`src/rtl/tremolo_mc_pkg.sv`:
```
// Shared types and constants for the multi-channel tremolo / auto-pan stage.
// Optional gain slewing is enabled by defining TREMOLO_MC_SMOOTH_EN.
package tremolo_mc_pkg;

    typedef enum logic [1:0] {
        TRI  = 2'd0,
        SQR  = 2'd1,
        RAMP = 2'd2,
        NONE = 2'd3
    } wave_t;

    typedef enum logic [1:0] {
        IDLE = 2'd0,
        CALC = 2'd1,
        DONE = 2'd2
    } state_t;

    localparam int GAIN_W       = 9;
    localparam int GAIN_MAX     = 511;
    localparam int PHASE_BYTE_W = 8;

    // Full-scale gain minus the depth-scaled modulator; level 0 leaves the signal at 511/512.
    function automatic logic [GAIN_W-1:0] target_gain(input logic [GAIN_W-1:0] m,
                                                      input logic [7:0]        level);
        logic [GAIN_W+7:0] scaled;
        scaled = {8'b0, m} * {9'b0, level};
        return GAIN_W'(GAIN_MAX) - GAIN_W'(scaled >> 8);
    endfunction

endpackage

```
`src/rtl/tremolo_mc_if.sv`:
```
// Control, sample and status bundle for tremolo_mc (all signals in the clk_i domain).
// Handshake: sample_tick_i is a one-cycle strobe; valid_o pulses once per accepted tick.
interface tremolo_mc_if
    import tremolo_mc_pkg::*;
#(
    parameter int DW = 16,
    parameter int CH = 2
);
    logic               sample_tick_i;
    logic [7:0]         frequency_number_i;
    logic [7:0]         level_i;
    logic [1:0]         wave_sel_i;
    logic [7:0]         spread_i;
    logic               enable_i;
    logic [CH*DW-1:0]   data_i;
    logic [CH*DW-1:0]   data_o;
    logic               valid_o;
    logic               busy_o;
    logic               overrun_o;
    state_t             dbg_state;

    modport slave (
        input  sample_tick_i, frequency_number_i, level_i, wave_sel_i, spread_i,
               enable_i, data_i,
        output data_o, valid_o, busy_o, overrun_o, dbg_state
    );

    modport master (
        output sample_tick_i, frequency_number_i, level_i, wave_sel_i, spread_i,
               enable_i, data_i,
        input  data_o, valid_o, busy_o, overrun_o, dbg_state
    );
endinterface

```
`src/rtl/tremolo_mc_wave.sv`:
```
// LFO shaper: 8-bit phase byte and waveform select to a 9-bit modulator value.
module tremolo_mc_wave
    import tremolo_mc_pkg::*;
(
    input  logic [PHASE_BYTE_W-1:0] phase,
    input  wave_t                   wave,
    output logic [GAIN_W-1:0]       m
);
    always_comb begin
        m = '0;
        case (wave)
            TRI:     m = {(phase[7] ? ~phase[6:0] : phase[6:0]), 2'b00};
            SQR:     m = phase[7] ? 9'd511 : 9'd0;
            RAMP:    m = {phase, 1'b0};
            default: m = '0;
        endcase
    end
endmodule

```
`src/rtl/tremolo_mc.sv`:
```
// Time-multiplexed tremolo / auto-pan: one shared multiplier, one channel per clock.
// Define TREMOLO_MC_SMOOTH_EN to slew each channel's gain by at most SLEW_STEP per tick.
module tremolo_mc
    import tremolo_mc_pkg::*;
#(
    parameter int    DW                  = 16,
    parameter int    CH                  = 2,
    parameter int    PHASE_W             = 16,
    parameter string FREQ_TABLE_FILE     = "",
    parameter int    FREQ_DIVISOR_FACTOR = 1,
    parameter int    SLEW_STEP           = 4
) (
    input logic         clk_i,
    input logic         arst_n_i,
    tremolo_mc_if.slave bus
);
    localparam int KW = (CH > 1) ? $clog2(CH) : 1;
    localparam int PW = DW + GAIN_W;

    logic [1:0]             rst_sync;
    logic                   rst_n;
    logic [PHASE_W-1:0]     phase, inc_raw, inc;
    state_t                 state;
    logic [KW-1:0]          k;
    logic [CH*DW-1:0]       cap_data, res, res_next, data_q;
    logic [(CH+1)*DW-1:0]   res_cat;
    logic [7:0]             cap_level, cap_spread, phase_byte;
    wave_t                  cap_wave;
    logic                   cap_en, valid_q, busy_q, overrun_q;
    logic [GAIN_W-1:0]      wave_m, tgt, gain_use;
    logic signed [DW-1:0]   sample, ch_out;

    always_ff @(posedge clk_i or negedge arst_n_i) begin
        if (!arst_n_i) rst_sync <= 2'b00;
        else           rst_sync <= {rst_sync[0], 1'b1};
    end
    assign rst_n = rst_sync[1];

    assign inc_raw = PHASE_W'(bus.frequency_number_i);
    assign inc     = inc_raw >> (FREQ_DIVISOR_FACTOR - 1);

    // The LFO keeps running on every tick, accepted or not, so overruns never bend its rate.
    always_ff @(posedge clk_i or negedge rst_n) begin
        if (!rst_n)                 phase <= '0;
        else if (bus.sample_tick_i) phase <= phase + inc;
    end

    tremolo_mc_wave u_wave (.phase(phase_byte), .wave(cap_wave), .m(wave_m));

    assign tgt    = target_gain(wave_m, cap_level);
    assign sample = cap_data[DW-1:0];

`ifdef TREMOLO_MC_SMOOTH_EN
    logic [GAIN_W-1:0] gain_q [CH];
    logic [GAIN_W-1:0] gain_cur;
    assign gain_cur = gain_q[k];

    always_comb begin
        gain_use = tgt;
        if (tgt > gain_cur)
            gain_use = ((tgt - gain_cur) > GAIN_W'(SLEW_STEP)) ? gain_cur + GAIN_W'(SLEW_STEP) : tgt;
        else
            gain_use = ((gain_cur - tgt) > GAIN_W'(SLEW_STEP)) ? gain_cur - GAIN_W'(SLEW_STEP) : tgt;
    end

    always_ff @(posedge clk_i or negedge rst_n) begin
        if (!rst_n) begin
            for (int i = 0; i < CH; i++) gain_q[i] <= GAIN_W'(GAIN_MAX);
        end else if (state == CALC) begin
            gain_q[k] <= gain_use;
        end
    end
`else
    assign gain_use = tgt;
`endif

    // Product fits in DW+9 signed bits because gain < 512, so bits [DW+8:9] are the floored result.
    assign ch_out   = cap_en ? DW'((PW'(sample) * PW'({1'b0, gain_use})) >> 9) : sample;
    assign res_cat  = {ch_out, res};
    assign res_next = res_cat[(CH+1)*DW-1:DW];

    always_ff @(posedge clk_i or negedge rst_n) begin
        if (!rst_n) begin
            state      <= IDLE;
            k          <= '0;
            cap_data   <= '0;
            cap_level  <= '0;
            cap_spread <= '0;
            cap_wave   <= TRI;
            cap_en     <= 1'b0;
            phase_byte <= '0;
            res        <= '0;
            data_q     <= '0;
            valid_q    <= 1'b0;
            busy_q     <= 1'b0;
            overrun_q  <= 1'b0;
        end else begin
            valid_q <= 1'b0;
            case (state)
                IDLE: if (bus.sample_tick_i) begin
                    cap_data   <= bus.data_i;
                    cap_level  <= bus.level_i;
                    cap_spread <= bus.spread_i;
                    cap_wave   <= wave_t'(bus.wave_sel_i);
                    cap_en     <= bus.enable_i;
                    phase_byte <= phase[PHASE_W-1 -: PHASE_BYTE_W];
                    k          <= '0;
                    busy_q     <= 1'b1;
                    state      <= CALC;
                end
                CALC: begin
                    res        <= res_next;
                    cap_data   <= cap_data >> DW;
                    phase_byte <= phase_byte + cap_spread;
                    k          <= k + 1'b1;
                    if (k == KW'(CH - 1)) state <= DONE;
                    if (bus.sample_tick_i) overrun_q <= 1'b1;
                end
                DONE: begin
                    data_q  <= res;
                    valid_q <= 1'b1;
                    busy_q  <= 1'b0;
                    state   <= IDLE;
                    if (bus.sample_tick_i) overrun_q <= 1'b1;
                end
                default: state <= IDLE;
            endcase
        end
    end

    assign bus.data_o    = data_q;
    assign bus.valid_o   = valid_q;
    assign bus.busy_o    = busy_q;
    assign bus.overrun_o = overrun_q;
    assign bus.dbg_state = state;
endmodule

```
`src/flat_wrapper.sv`:
```
// flat-port wrapper written by rule: the top's interface ports become plain ports
module tremolo_mc_flat import tremolo_mc_pkg::*;
#(
    parameter int    DW                  = 16,
    parameter int    CH                  = 2,
    parameter int    PHASE_W             = 16,
    parameter string FREQ_TABLE_FILE     = "",
    parameter int    FREQ_DIVISOR_FACTOR = 1,
    parameter int    SLEW_STEP           = 4
)
  (clk_i, arst_n_i, bus_sample_tick_i, bus_frequency_number_i, bus_level_i, bus_wave_sel_i, bus_spread_i, bus_enable_i, bus_data_i, bus_data_o, bus_valid_o, bus_busy_o, bus_overrun_o, bus_dbg_state);
  tremolo_mc_if #(.DW(DW), .CH(CH)) bus_i ();
  input logic clk_i;
  input logic arst_n_i;
  input wire logic [$bits(bus_i.sample_tick_i)-1:0] bus_sample_tick_i;
  input wire logic [$bits(bus_i.frequency_number_i)-1:0] bus_frequency_number_i;
  input wire logic [$bits(bus_i.level_i)-1:0] bus_level_i;
  input wire logic [$bits(bus_i.wave_sel_i)-1:0] bus_wave_sel_i;
  input wire logic [$bits(bus_i.spread_i)-1:0] bus_spread_i;
  input wire logic [$bits(bus_i.enable_i)-1:0] bus_enable_i;
  input wire logic [$bits(bus_i.data_i)-1:0] bus_data_i;
  output wire logic [$bits(bus_i.data_o)-1:0] bus_data_o;
  output wire logic [$bits(bus_i.valid_o)-1:0] bus_valid_o;
  output wire logic [$bits(bus_i.busy_o)-1:0] bus_busy_o;
  output wire logic [$bits(bus_i.overrun_o)-1:0] bus_overrun_o;
  output wire logic [$bits(bus_i.dbg_state)-1:0] bus_dbg_state;
  assign bus_i.sample_tick_i = bus_sample_tick_i;
  assign bus_i.frequency_number_i = bus_frequency_number_i;
  assign bus_i.level_i = bus_level_i;
  assign bus_i.wave_sel_i = bus_wave_sel_i;
  assign bus_i.spread_i = bus_spread_i;
  assign bus_i.enable_i = bus_enable_i;
  assign bus_i.data_i = bus_data_i;
  assign bus_data_o = bus_i.data_o;
  assign bus_valid_o = bus_i.valid_o;
  assign bus_busy_o = bus_i.busy_o;
  assign bus_overrun_o = bus_i.overrun_o;
  assign bus_dbg_state = bus_i.dbg_state;
  tremolo_mc #(.DW(DW), .CH(CH), .PHASE_W(PHASE_W), .FREQ_TABLE_FILE(FREQ_TABLE_FILE), .FREQ_DIVISOR_FACTOR(FREQ_DIVISOR_FACTOR), .SLEW_STEP(SLEW_STEP)) u_core (.clk_i(clk_i), .arst_n_i(arst_n_i), .bus(bus_i));
endmodule
```
`config.mk`:
```
export PLATFORM = sky130hd
export DESIGN_NAME = tremolo_mc_flat
export DESIGN_NICKNAME = d
export VERILOG_FILES = /design/src/rtl/tremolo_mc_pkg.sv /design/src/rtl/tremolo_mc_if.sv /design/src/rtl/tremolo_mc_wave.sv /design/src/rtl/tremolo_mc.sv /design/src/flat_wrapper.sv
export SDC_FILE = /design/constraint.sdc
export NUM_CORES = 1
export LEC_CHECK = 0
export BUFFER_PORTS_ARGS = -buffer_cell sky130_fd_sc_hd__buf_2
export CAP_MARGIN = 20
export CORE_UTILIZATION = 25
export DETAILED_ROUTE_END_ITERATION = 7
export SLEW_MARGIN = 40
export SYNTH_ARGS = -nofsm -noshare
export SYNTH_HDL_FRONTEND = slang
export SYNTH_SLANG_ARGS = --single-unit
```
`constraint.sdc`:
```
create_clock -name clk_i -period 5.5 [get_ports clk_i]
set_input_delay 0.825 -clock clk_i [delete_from_list [all_inputs] [get_ports clk_i]]
set_output_delay 0.825 -clock clk_i [all_outputs]
set_load 0.03 [all_outputs]
```
-- Yosys cells after proc, flatten, opt, wreduce, memory -nomap -nowiden
Cells that the tools add are included.
- bits in latches: 0
- output and inout port bits: 37
- register bits: 147
- ROM bits: 0
- bits in writable memories: 0
- memories kept: 0
- input bits: 62
- word-level logic and storage cells: 54
- divide/modulo/power cells: 0
- bitwise operators: 1
- reduce and logical (&&, ||, !) cells: 10
- equality and inequality tests: 6
- muxes and demuxes: 16
- $add $sub $neg: 4
- $lt $le $gt $ge: 0
- multiply operators: 2
- shift operators: 0
- operator list (cell ; count):
    $pmux 32 s2 ; 1
    $mux 32 ; 1
    $pmux 9 s3 ; 1
    $mul 16x10->25 ; 1
    $mul 9x8->17 ; 1
    $add 16x8->16 ; 1
    $mux 16 ; 1
    $pmux 8 s2 ; 1
    $reduce_and 2->1 ; 5
    $mux 9 ; 1
    $sub 9x9->9 const A ; 1
    $add 8x8->8 ; 1
    $mux 8 ; 1
    $mux 7 ; 1
    $not 7->7 ; 1
    $eq 2x1->1 const B ; 2
    $eq 2x2->1 const B ; 2
    $logic_not 2->1 ; 2
    $mux 2 ; 2
    $pmux 1 s2 ; 2
    $pmux 2 s2 ; 1
    $reduce_bool 2->1 ; 2
    $mux 1 ; 3
    $ne 2x1->1 const B ; 1
    other kinds (3) ; 3

-- Depth between registers and ports, before layout
Gate-level depths: netlist (run 1).
- depth after elaboration: 7
- gate-level depth with buffers: 42
- gate-level depth less buffers: 40

-- By module
A second synthesis (run 1) with hierarchy kept.
- cell total of the unflattened synthesis: 1422
- area, all modules: 14158.6 um2
- modules (own cells, without submodules) (module ; cells each ; area each (um2) ; seq. area each (um2) ; times used):
    tremolo_mc ; 1384 ; 13903.3 ; 3678.5 ; 1
    tremolo_mc_wave ; 38 ; 255.2 ; 0.0 ; 1

-- Worst setup path before layout (run 1)
Ideal clock, no wire load.
- path type: register to register
- from: register u_core.cap_wave[1]
- to: register u_core.res[20]
- library setup time: 0.125 ns
- buffers on the path: 2
- data required time: 5.375 ns
- path slack: -4.733 ns
- stages on the path, launching flop included: 41
- arrival time: 10.108 ns
- clock period less this slack: 10.233 ns
- cell sequence: dfrtp_1 -> clkbuf_1 -> nor2_1 -> a22oi_1 -> nor2_1 -> a21oi_1 -> nand2b_1 -> fa_1 -> fa_1 -> inv_1 -> fa_1 -> inv_1 -> fa_1 -> inv_1 -> ha_1 -> and2_1 -> nor4_2 -> a211o_2 -> [... 5 more ...] -> nand2_1 -> fa_1 -> inv_1 -> fa_1 -> inv_1 -> fa_1 -> inv_1 -> fa_1 -> fa_1 -> ha_1 -> nand3_1 -> or2_2 -> a2111oi_0 -> a211oi_2 -> a21boi_0 -> xnor2_1 -> a21oi_1 -> mux2_2
- longest elaborated chain between the ends: 6
- elaborated cells on any way between the ends: 8
- classes of those cells: add/sub: 1; mul: 2; eq/ne: 2; mux: 2; reduce/logical: 1
- ends and longest elaborated chain (item ; RTL line ; text):
    start, declared ; tremolo_mc.sv:28 ; wave_t cap_wave;
    start signal, assigned ; tremolo_mc.sv:104 ; cap_wave <= wave_t'(bus.wave_sel_i);
    $eq 2x2->1, or another cell as far along ; tremolo_mc_wave.sv:11 ; case (wave)
    $pmux 9 s3 (*) ; tremolo_mc_wave.sv:11 ;
    $mul 9x8->17 (*) ; tremolo_mc_pkg.sv:26 ; scaled = {8'b0, m} * {9'b0, level};
    $sub 9x9->9 (*) ; tremolo_mc_pkg.sv:27 ; return GAIN_W'(GAIN_MAX) - GAIN_W'(scaled >> 8);
    $mul 16x10->25 (*) ; tremolo_mc.sv:78 ; assign ch_out = cap_en ? DW'((PW'(sample) * PW'({1'b0, gain_use})) >> 9) : sample;
    $mux 16 (*) ; tremolo_mc.sv:78 ;
    end signal, assigned ; tremolo_mc.sv:112 ; res <= res_next;
    end, declared ; tremolo_mc.sv:25 ; logic [CH*DW-1:0] cap_data, res, res_next, data_q;
Mark *: on every way between the ends. The rest lies on a longest branch, timed or not.
A chain may end at the register's enable or synchronous reset.

-- Final worst setup path (run 1)
Same ends and word-level chain as after synthesis.

==> run_results.csv, run 1 <==
group,metric,value,unit
logic_synthesis,seq_area_frac_synth,26.2,%
die,die-area,57000,um2
critical_path,max_stage_delay,0.53,ns
die,ios,99,
global_route,grt_pass1_wl,59.0,mm
drt,drc_errors,0,
drt,wl,35.4,mm
drt,routed_via_density,4.39,
critical_path,path_class,"flip-flop to flip-flop",
logic_synthesis,synth_top_family_by_area,"adder cells",
timing,holdWs,0.150,ns
critical_path,crit_arrival,9.91,ns
drt,postRouteAntennaNets,0,
place,gp_congestion,0.847,
timing,setup_viol,16,
logic_synthesis,ys_ff_latch,147,
drt,wl_met1,15.4,mm
logic_synthesis,synthMuxAreaShare,7.65,%
logic_synthesis,synth_area_leaders,"dfrtp_1, fa_1, ha_1, mux2_2, inv_1",
critical_path,crit_required,5.83,ns
timing,fin_setup_tns,-63.37,ns
place,post-dp-hpwl,27.6,mm
die,initial_core_util,25.4,%
global_route,grt_max_degree,68,
logic_synthesis,synth_xor_xnor_area_share,3.18,%
clocking,cts_root_buffer,"clkbuf_16",
finish,area.growth.synth_to_final,31.3,%
finish,drive_gt1_share,34.3,%
finish,layout.nets,1958,
critical_path,rr_endpoint,"u_core.res[20]$_DFFE_PN0P_",
logic_synthesis,avgSynthCellArea,10.2,um2
logic_synthesis,synth_simple_gate_area_share,13.9,%
drt,drtIter0Drc,417,
critical_path,critPathSlowestCell,"fa_1",
logic_synthesis,synth_top_cell_by_area,"dfrtp_1",
logic_synthesis,synthAdderAreaFrac,32.3,%
logic_synthesis,yosys.cell_types.count,70,
clocking,cts_made_buffers,17,
timing,fin_crit_sh,174,%
logic_synthesis,synth-edff-count,0,
clocking,clk_path_buf_depth,2,
drt,wl_met3,1.24,mm
die,core,55300,um2
timing,max_freq,104,MHz
job,cap_violations,0,
drt,highest_layer,"met4",
timing,fin_worst_skew,0.00971,ns
critical_path,reg2regPathDepth,40,
timing,relSlewSlack,54.7,%
timing,period_needed,9.58,ns
logic_synthesis,yosysWarnings,0,
place,portBuffers,98,
drt,vias,10492,
logic_synthesis,netlist_instances,1372,
status,violations,"negative setup slack",
die,die_w,239,um
finish,utilization,33.3,%
logic_synthesis,synth_compound_area_share,9.61,%
critical_path,endpoint_kind,"flip-flop",
logic_synthesis,synth-async-reset-ratio,100,%
global_route,gr-total-overflow,0,
clocking,clock_sinks,147,
critical_path,regToRegSetupSlack,-4.08,ns
timing,worst_pin_slew,0.680,ns
clocking,htreeDepth,4,
critical_path,path_common_cell,"fa_1",
global_route,first_global_vias,11455,
timing,finalMaxSlewViolations,0,
status,status,"complete, but fails checks",
clocking,worstSkewPairLatency,0.45,ns
finish,antennaDiodeCount,0,
logic_synthesis,synth_top_area_share,26.2,%
place,post-place-ws,-4.27,ns
critical_path,cp-start-kind,"flip-flop",
min_path,min_path_type,"input pin to async pin",
finish,final_common_cell,"inv_1",
timing,setup_ws,-4.08,ns
critical_path,reg2reg_from,"u_core.cap_wave[1]$_DFFE_PN0P_",
timing,rsz0062_at_grt,"yes",
critical_path,worstPathMaxFanout,7,
logic_synthesis,synthFlopType,"dfrtp_1",
die,rows,86,
global_route,track_usage,12.9,%
drt,wl_met2,18.0,mm
clocking,cts_tree,"built",
drt,first_pass_iters,5,
finish,n_fill_cell,5664,
critical_path,cp-startpoint,"u_core.cap_wave[1]$_DFFE_PN0P_",
drt,wl_per_cell,14.8,um
finish,layout_common_cells,"inv_1, buf_4, fa_1",
logic_synthesis,synth_nets,1699,
global_route,antenna_found_initial,0,
die,die-height,239,um
logic_synthesis,synth.cell_area,14000,um2
timing,hold_viol,0,
clocking,path_clk_slew,0.06,ns
worst max path at each step:
stage,end,slack [ns],cells past startpoint
2_1_floorplan,u_core.res[17]$_DFFE_PN0P_,-3.90,38
3_3_place_gp,u_core.res[26]$_DFFE_PN0P_,-4.07,39
3_5_place_dp,u_core.res[30]$_DFFE_PN0P_,-4.27,39
4_1_cts,u_core.res[30]$_DFFE_PN0P_,-4.07,40
5_1_grt,u_core.res[20]$_DFFE_PN0P_,-4.42,40
6_report,u_core.res[20]$_DFFE_PN0P_,-4.08,40
per-layer routing:
| metal | GRT usage, % | up-vias |
|---|---|---|
| met5 | 0 | - |
| met4 | 3.94 | 0 |
| met3 | 2.26 | 40 |
| met2 | 22.9 | 164 |
| met1 | 15.9 | 5341 |
| li1 | - | 4947 |
metrics by stage:
step,instances,instance area [um2]
floorplan,1372,14400
detailed placement,2324,16800
finish,2392,18400
global route,2392,18400
CTS,2372,18000
global placement,2324,16800
cell families after synthesis:
| logic type | count (synthesis) |
|---|---|
| flip-flops | 147 |
| AND/OR/NAND/NOR | 356 |
| buffers and inverters | 260 |
| multiplexers | 98 |
| AO/OA/AOI/OAI | 198 |
| adder cells (fa/ha/maj) | 265 |
| XOR/XNOR | 47 |
| other | 1 |
flip-flops by register name, summed over array words and instances (netlist names):
signal / cells
u_core.bus.data_o: 32
u_core.cap_data: 32
u_core.res: 32
u_core.phase: 16
u_core.cap_level: 8
u_core.cap_spread: 8
u_core.phase_byte: 8
u_core.bus.dbg_state: 2
u_core.cap_wave: 2
u_core.rst_sync: 2
u_core.bus.busy_o: 1
u_core.bus.overrun_o: 1
u_core.bus.valid_o: 1
u_core.cap_en: 1
u_core.k: 1
area by class of cell:
class | instances | area (um2) | share of cell area (%)
repair buffers | 299 | 2150 | 11.6
clock buffers | 20 | 457 | 2.48
multi-input cells | 965 | 10300 | 55.7
well taps | 748 | 936 | 5.08
clock inverters | 12 | 191 | 1.04
flip-flops and latches | 147 | 3680 | 20.0
inverters | 201 | 754 | 4.10
synth_stat cells, drive strengths merged (26+ instances only):
library cell,number
nor2,26
nor2b,118
mux2,74
xnor2,30
dfrtp,147
inv,201
ha,104
nand2,100
nand2b,27
o21ai,52
fa,161
a21oi,43
clkbuf,51
what timing repair did:
| action | 4_1_cts | 5_1_grt |
|---|---|---|
| setup buffers | 15 | 24 |
| pin swaps | 63 | 62 |
| resized for setup | 61 | 83 |
| cloned | 2 | 0 |
| endpoints found under the setup margin | 16 | 16 |
| hold buffers | 0 | 0 |
worst max-delay path: cells and delay by family (launching register included):
kind / cells / cell delay, ns
muxes: 1 / 0.28
AOI/OAI and AO/OA: 10 / 1.64
buffers and inverters: 8 / 0.71
adders and majority gates: 11 / 4.82
DFF: 1 / 0.40
and+or+nand+nor: 8 / 1.26
xor gates and xnor gates: 2 / 0.34
Power of run 1 is not shown: default switching activity piles up to over one toggle a cycle in this logic, so the estimate is an artifact.
==> inputs of run 2 (changes only) <==
--- a/config.mk
+++ b/config.mk
@@ -7,8 +7,10 @@
 export LEC_CHECK = 0
 export BUFFER_PORTS_ARGS = -buffer_cell sky130_fd_sc_hd__buf_2
 export CAP_MARGIN = 20
-export CORE_UTILIZATION = 25
+export CORE_UTILIZATION = 30
 export DETAILED_ROUTE_END_ITERATION = 7
+export MAX_ROUTING_LAYER = met4
+export RECOVER_POWER = 100
 export SLEW_MARGIN = 40
 export SYNTH_ARGS = -nofsm -noshare
 export SYNTH_HDL_FRONTEND = slang
==> run_results.csv, run 2 (synthesis results as in run 1) <==
group,metric,value,unit
finish,antennaDiodeCount,0,
finish,final_common_cell,"buf_4",
critical_path,path_common_cell,"fa_1",
finish,layout.nets,1974,
clocking,cts_made_buffers,17,
die,die_w,218,um
global_route,grt_pass1_wl,59.2,mm
timing,rsz0062_at_grt,"yes",
timing,max_freq,104,MHz
clocking,htreeDepth,4,
die,core,45800,um2
timing,relSlewSlack,-124,%
global_route,antenna_found_initial,0,
timing,finalMaxSlewViolations,254,
global_route,grt_max_degree,76,
timing,holdWs,0.150,ns
place,gp_congestion,0.888,
clocking,path_clk_slew,0.06,ns
die,die-height,218,um
die,initial_core_util,30.6,%
job,cap_violations,6,
clocking,clock_sinks,147,
min_path,min_path_type,"input pin to async pin",
drt,routed_via_density,4.67,
timing,fin_crit_sh,175,%
critical_path,max_stage_delay,0.55,ns
critical_path,endpoint_kind,"flip-flop",
finish,drive_gt1_share,31.6,%
critical_path,critPathSlowestCell,"fa_1",
drt,wl,35.6,mm
clocking,cts_root_buffer,"clkbuf_16",
clocking,ctsHoldBuffers,0,
critical_path,cp-start-kind,"flip-flop",
finish,n_fill_cell,4367,
critical_path,worstPathMaxFanout,7,
drt,wl_per_cell,15.8,um
clocking,cts_tree,"built",
drt,drtIter0Drc,314,
drt,postRouteAntennaNets,0,
finish,area.growth.synth_to_final,29.2,%
clocking,worstSkewPairLatency,0.45,ns
finish,layout_common_cells,"buf_4, inv_1, fa_1",
critical_path,path_class,"flip-flop to flip-flop",
timing,period_needed,9.64,ns
clocking,clk_path_buf_depth,2,
timing,setup_ws,-4.14,ns
global_route,gr-total-overflow,0,
global_route,track_usage,16.2,%
status,status,"complete, but fails checks",
critical_path,regToRegSetupSlack,-4.14,ns
status,violations,"max-capacitance violations, max-slew violations, negative setup slack",
timing,fin_worst_skew,0.0157,ns
timing,worst_pin_slew,3.36,ns
timing,setup_viol,16,
timing,hold_viol,0,
drt,vias,10547,
place,portBuffers,98,
place,post-dp-hpwl,28.2,mm
drt,first_pass_iters,4,
critical_path,crit_required,5.81,ns
die,die-area,47600,um2
drt,drc_errors,0,
die,ios,99,
die,rows,78,
critical_path,crit_arrival,9.95,ns
global_route,first_global_vias,11635,
## run 2: final timing paths
path,end,startpoint,cells past startpoint
max,u_core.res[26]$_DFFE_PN0P_,u_core.cap_wave[1]$_DFFE_PN0P_,43
max in group asynchronous,u_core.phase_byte[1]$_DFFE_PN0P_,u_core.rst_sync[1]$_DFF_PN0_,1
min,u_core.rst_sync[0]$_DFF_PN0_,arst_n_i,1
min in group clk_i,u_core.rst_sync[1]$_DFF_PN0_,u_core.rst_sync[0]$_DFF_PN0_,0
min reg2reg,u_core.bus.data_o[19]$_DFFE_PN0P_,u_core.rst_sync[1]$_DFF_PN0_,0
max reg2reg,u_core.res[26]$_DFFE_PN0P_,u_core.cap_wave[1]$_DFFE_PN0P_,43
## run 2: layout make-up
cell class                      instances  area, um2  area share [%]
Clock buffer                           17        425            2.35
Clock inverter                         15        146           0.808
Inverter                              201        754            4.16
Multi-Input combinational cell        965      10100            56.0
Sequential cell                       147       3680            20.3
Tap cell                              600        751            4.14
Timing Repair Buffer                  315       2220            12.3
## run 2: layer usage
| layer | routed length, um | track usage, % | vias up |
|---|---|---|---|
| li1 | - | - | 4992 |
| met1 | 15600 | 19.6 | 5290 |
| met2 | 17500 | 27.0 | 209 |
| met3 | 1530 | 3.12 | 56 |
| met4 | 966 | 5.55 | 0 |
| met5 | 0 | - | - |
## run 2: what timing repair did
item | in CTS | in global routing
gates resized for setup | 73 | 62
setup buffers | 30 | 12
gates cloned | 1 | 0
pin swaps | 91 | 79
endpoints found under the setup margin | 16 | 16
## run 2: critical path, delay by kind of cell (launching register included)
family	cells	cell delay, ns
AO/OA/AOI/OAI	11	1.74
buffers and inverters	12	1.07
AND/OR/NAND/NOR	8	0.98
adder cells (fa/ha/maj)	11	5.13
flip-flops	1	0.40
XOR/XNOR	1	0.17
## run 2: through the flow
stage	cell area, um2	setup WS, ns	TNS, ns	utilization (%)	instances
finish	18100	-4.14	-64.98	39.6	2260
global route	18100	-4.52	-71.23	39.6	2260
CTS	17900	-4.08	-64.01	39.0	2250
detailed placement	16700	-4.30	-67.02	36.5	2189
global placement	16700	-4.14	-64.34	36.5	2189
floorplan	14400	-3.90	-60.75	-	1372
Power of run 2 is left out for the same reason.
